**src/rtl/wave_chk_pkg.sv**
```systemverilog
// Shared types for the waveform sequence checker: per-signal event record,
// checker FSM states and a parameter sanity function.
package wave_chk_pkg;

  localparam int EVT_IDXW = 8;

  typedef struct packed {
    logic                rise_seen;
    logic                fall_seen;
    logic                multi;
    logic [EVT_IDXW-1:0] rise_idx;
    logic [EVT_IDXW-1:0] fall_idx;
  } sig_evt_t;

  typedef enum logic [1:0] {
    SYNC   = 2'd0,
    RUN    = 2'd1,
    REPORT = 2'd2
  } chk_state_e;

  // Every half-cycle index of a frame must fit in idxw bits.
  function automatic bit idx_width_ok(input int idxw, input int frame_cyc);
    return (idxw >= 2) && (idxw <= EVT_IDXW) && (frame_cyc >= 2) &&
           ((1 << idxw) >= 2 * frame_cyc);
  endfunction

endpackage

```
**src/rtl/edge_tracker.sv**
```systemverilog
// Records one signal's rise/fall half-cycle positions within a frame and
// flags any deviation from the expected single pulse.
module edge_tracker
  import wave_chk_pkg::*;
#(
  parameter int IDXW     = 4,
  parameter int EXP_RISE = 0,
  parameter int EXP_FALL = 0
) (
  input  logic            clk,
  input  logic            rst,
  input  logic            valid,
  input  logic            clear,
  input  logic            first,
  input  logic [IDXW-1:0] base,
  input  logic            a,
  input  logic            b,
  output logic            err
);

  sig_evt_t            evt;
  sig_evt_t            nxt;
  logic                prev;
  logic                lvl;
  logic                smp;
  logic [EVT_IDXW-1:0] pos;

  // clear restarts the record while the first pair of the new frame is applied.
  always_comb begin
    nxt = clear ? '0 : evt;
    lvl = clear ? 1'b0 : prev;
    smp = 1'b0;
    pos = '0;
    for (int k = 0; k < 2; k++) begin
      smp = (k == 0) ? a : b;
      pos = EVT_IDXW'(base) + EVT_IDXW'(k);
      if (k != 0 || !first) begin
        if (!lvl && smp) begin
          if (nxt.rise_seen) nxt.multi = 1'b1;
          else begin
            nxt.rise_seen = 1'b1;
            nxt.rise_idx  = pos;
          end
        end
        if (lvl && !smp) begin
          if (nxt.fall_seen) nxt.multi = 1'b1;
          else begin
            nxt.fall_seen = 1'b1;
            nxt.fall_idx  = pos;
          end
        end
      end
      lvl = smp;
    end
  end

  always_ff @(posedge clk) begin
    if (rst) begin
      evt  <= '0;
      prev <= 1'b0;
    end else if (valid) begin
      evt  <= nxt;
      prev <= b;
    end
  end

  assign err = evt.multi | !evt.rise_seen | !evt.fall_seen |
               (evt.fall_idx < evt.rise_idx) |
               (evt.rise_idx != EVT_IDXW'(EXP_RISE)) |
               (evt.fall_idx != EVT_IDXW'(EXP_FALL));

endmodule

```
**config.mk**
```make
export PLATFORM = sky130hd
export DESIGN_NAME = edge_tracker
export DESIGN_NICKNAME = d
export VERILOG_FILES = /design/src/rtl/wave_chk_pkg.sv /design/src/rtl/edge_tracker.sv
export SDC_FILE = /design/constraint.sdc
export NUM_CORES = 1
export LEC_CHECK = 0
export ABC_AREA = 1
export BUFFER_PORTS_ARGS = -buffer_cell sky130_fd_sc_hd__buf_2
export CAP_MARGIN = 20
export CORE_MARGIN = 2
export CORE_UTILIZATION = 58
export DETAILED_ROUTE_END_ITERATION = 6
export HOLD_SLACK_MARGIN = 0.06
export PLACE_DENSITY = 0.76
export SLEW_MARGIN = 10
export SYNTH_ARGS = -nofsm -noshare
export SYNTH_HDL_FRONTEND = slang
export SYNTH_SLANG_ARGS = --single-unit
export TNS_END_PERCENT = 20
```
**constraint.sdc**
```tcl
create_clock -name clk -period 1.4 [get_ports clk]
set_input_delay 0.07 -clock clk [delete_from_list [all_inputs] [get_ports clk]]
set_output_delay 0.07 -clock clk [all_outputs]
set_load 0.02 [all_outputs]
```
==> flow_metrics.env <==
export IMPL_hold_path_startpoint="b"
export IMPL_finish_utilization=0.761
export IMPL_cellPowerDensity_nw_per_um2=795
export IMPL_mappedNetlistArea_sq_um=1270
export IMPL_layout_setup_ws_ns=-0.323
export IMPL_cts_buffers=3
export IMPL_clock_share_of_power=0.279
export IMPL_critical_path_startpoint_type="flip-flop"
export IMPL_final_net_count=227
export IMPL_antenna_left=0
export IMPL_worst_endpoint_required_ns=1.33
export IMPL_multi_input_comb_area_sq_um=843
export IMPL_route_final_wire_length_mm=3.34
export IMPL_routed_wl_met2_mm=1.62
export IMPL_crit_end="err"
export IMPL_cell_variety_after_synth=24
export IMPL_place_area_sq_um=1360
export IMPL_max_cap_violations=0
export IMPL_tritoncts_clock_tree="yes"
export IMPL_r2r_cells=6
export IMPL_hold_buffers=0
export IMPL_area_of_the_core_sq_um=2020
export IMPL_post_route_cells_drive_above_1_share=0.319
export IMPL_layout_worst_path_cycle_share=1.23
export IMPL_finalSetupTns_ns=-0.323
export IMPL_dr_total_vias=1330
export IMPL_skew_ns=0.00506
export IMPL_syn_num_nets=207
export IMPL_synth_edf_count=0
export IMPL_uppermost_signal_routing_layer_after_detailed_routing="met4"
export IMPL_number_of_drc_violations_after_detailed_routing_iteration_0=56
export IMPL_ys_ff_latch=20
export IMPL_drv_slew=0
export IMPL_power_share_combinational=0.225
export IMPL_num_rows=16
export IMPL_dp_slack_ns=-0.0444
export IMPL_worstSetupEndpointType="output port"
export IMPL_run_status="complete, but fails checks"
export IMPL_n_fill_cell=165
export IMPL_io_buffers=11
export IMPL_die_w_um=50.8
export IMPL_ctsLongestPathBuffers=2
export IMPL_setup_violations=1
export IMPL_dpl_hpwl_mm=2.32
export IMPL_fmax_mhz=580
export IMPL_yosys_area_top_type="sky130_fd_sc_hd__dfxtp_1"
export IMPL_antenna_found_initial=0
export IMPL_placed_cells_incl_taps=226
export IMPL_remaining_drcs=0
export IMPL_timing_critical_path_arrival_ns=1.65
export IMPL_final_instance_count_excl_fill=234
export IMPL_fin_hold_ws_ns=0.0567
export IMPL_grt_pass1_vias=1206
export IMPL_startpoint="evt[13]"
export IMPL_first_pass_iters=5
export IMPL_hold_path_class="input port to flip-flop"
export IMPL_fp_dieArea_sq_um=2580
export IMPL_worst_r2r_startpoint="evt[18]"
export IMPL_unrepaired_setup_endpoints_after_global_routing="true"
export IMPL_ys_seq_area_frac=0.315
export IMPL_regToRegSetupSlack_ns=0.15
export IMPL_sw_frac_of_total=0.305
export IMPL_grt_total_usage=0.261
export IMPL_i_o_pin_cnt=12
export IMPL_post_detailed_route_wirelength_per_cell_um=14.3
export IMPL_flow_area_growth_from_synthesis_pct=21.1
export IMPL_worst_ir_drop_vdd_mv=1.10
export IMPL_vias_per_cell=5.68
export IMPL_wl_met3_um=224
export IMPL_post_synth_main_area_contributors="sky130_fd_sc_hd__dfxtp_1 (32%), sky130_fd_sc_hd__nand2_1 (12%), sky130_fd_sc_hd__ha_1 (7.9%)"
export IMPL_internal_power_mw=0.850
export IMPL_max_slew_margin=0.794
export IMPL_grt_overflow_total=0
export IMPL_sequential_cell_area_sq_um=409
export IMPL_total_power_mw=1.22
export IMPL_antenna_cells=0
export IMPL_async_flop_share=0
export IMPL_routabilityCongestion=0.877
export IMPL_worst_setup_hold_path_clk_slew_ns=0.11
export IMPL_number_of_warnings_reported_in_the_yosys_synthesis_log=0
export IMPL_post_synth_cell_area_avg_sq_um=6.76
export IMPL_timing_hold_violations_final=0
export IMPL_post_route_min_period_ns=1.72
export IMPL_power_leakage_nw=0.677
export IMPL_cts_sinks=20
export IMPL_timing_worst_slew_pin_value_ns=0.306
export IMPL_p_sw_mw=0.373
export IMPL_violated_checks="negative setup slack"
export IMPL_fp_dieH_um=50.8
export IMPL_grt_pass1_wl_mm=5.10
export IMPL_synth_common_cells="sky130_fd_sc_hd__nand2_1 (41), sky130_fd_sc_hd__inv_1 (21), sky130_fd_sc_hd__dfxtp_1 (20), sky130_fd_sc_hd__nand3_1 (20), sky130_fd_sc_hd__nor2_1 (18)"
export IMPL_post_route_cell_area_sq_um=1540
export IMPL_wl_met1_mm=1.37
export IMPL_synthesis_instances=188
export IMPL_grt_max_degree=16
export IMPL_critical_path_peak_fanout=2
export IMPL_reg2reg_to="evt[15]"
export IMPL_pwr_share_seq=0.496
export IMPL_yosys_area_top_type_share=0.315
export IMPL_worst_setup_path_type="flip-flop to output port"
export IMPL_yosysMostFrequentCell="sky130_fd_sc_hd__nand2_1"
export IMPL_initial_utilization=0.628
export IMPL_clock_insertion_delay_worst_skew_ns=0.31
export IMPL_cts_root_buffer="sky130_fd_sc_hd__clkbuf_4"
export IMPL_synth_main_ff_cell="sky130_fd_sc_hd__dfxtp_1"
export IMPL_cts_htree_levels=1
what timing repair did:
| item | in CTS | in global routing |
|---|---|---|
| pin swaps | 7 | 10 |
| resized for setup | 14 | 15 |
| setup endpoints to repair | 1 | 5 |
| buffers inserted | 3 | 1 |
power by group through the flow:
| stage | Clock, mW | Sequential [mW] | Combinational [mW] |
|---|---|---|---|
| after floorplan | 0 | 0.613 | 0.176 |
| after global placement | 0 | 0.617 | 0.233 |
| after detailed placement | 0 | 0.618 | 0.238 |
| after CTS | 0.340 | 0.605 | 0.242 |
| after global routing | 0.356 | 0.609 | 0.306 |
| final | 0.341 | 0.607 | 0.275 |
worst max-delay path, stage by stage (launching register included):
cell and delay (ns):
sky130_fd_sc_hd__dfxtp_2 0.36, sky130_fd_sc_hd__inv_2 0.05, sky130_fd_sc_hd__ha_4 0.22, sky130_fd_sc_hd__a21oi_2 0.17, sky130_fd_sc_hd__nor2_1 0.09, sky130_fd_sc_hd__a211oi_2 0.14, sky130_fd_sc_hd__nand2_1 0.08, sky130_fd_sc_hd__nand2_1 0.10
sky130_fd_sc_hd__buf_6 0.12
cell families (layout without fill, tap and decap cells):
family | count (synthesis) | after routing | share of synthesized area
AO/OA/AOI/OAI | 28 | 28 | 0.116
XOR/XNOR | 1 | 1 | 0.00690
adder cells (fa/ha/maj) | 8 | 8 | 0.0788
buffers and inverters | 30 | 49 | 0.0946
flip-flops | 20 | 20 | 0.315
AND/OR/NAND/NOR | 101 | 101 | 0.388
registers in the layout, indices dropped and copies added (netlist names):
name,count
prev,1
evt,19
how the worst min path moves through the flow:
stage          slack [ns]  endpoint  cells after the start
6_report             0.06      prev                      3
5_1_grt              0.09      prev                      3
4_1_cts              0.06      prev                      3
3_5_place_dp         0.38      prev                      3
3_3_place_gp         0.37      prev                      3
2_1_floorplan        0.15   evt[13]                      1
metal layers:
| layer | up-vias | global-route usage |
|---|---|---|
| met5 | - | 0 |
| met4 | 0 | 0.0315 |
| met3 | 18 | 0.0595 |
| met2 | 47 | 0.482 |
| met1 | 609 | 0.314 |
| li1 | 656 | - |
layout by cell type (no fill, tap or decap), drive strengths merged, types with 2 or more instances in the layout:
cell type / n
nor3: 4
o21ai: 8
buf: 17
ha: 8
nand3: 23
inv: 28
nand2: 46
a21oi: 16
clkbuf: 4
nor4: 4
nor2: 23
dfxtp: 20
a31oi: 2
cell type report:
class                      instances  area share
sequential                        20       0.266
tap                               27      0.0220
inverter                          28      0.0683
clock buffer                       4      0.0236
multi-input combinational        138       0.548
timing repair buffer              17      0.0716
Power figures use the tool's default switching activity.
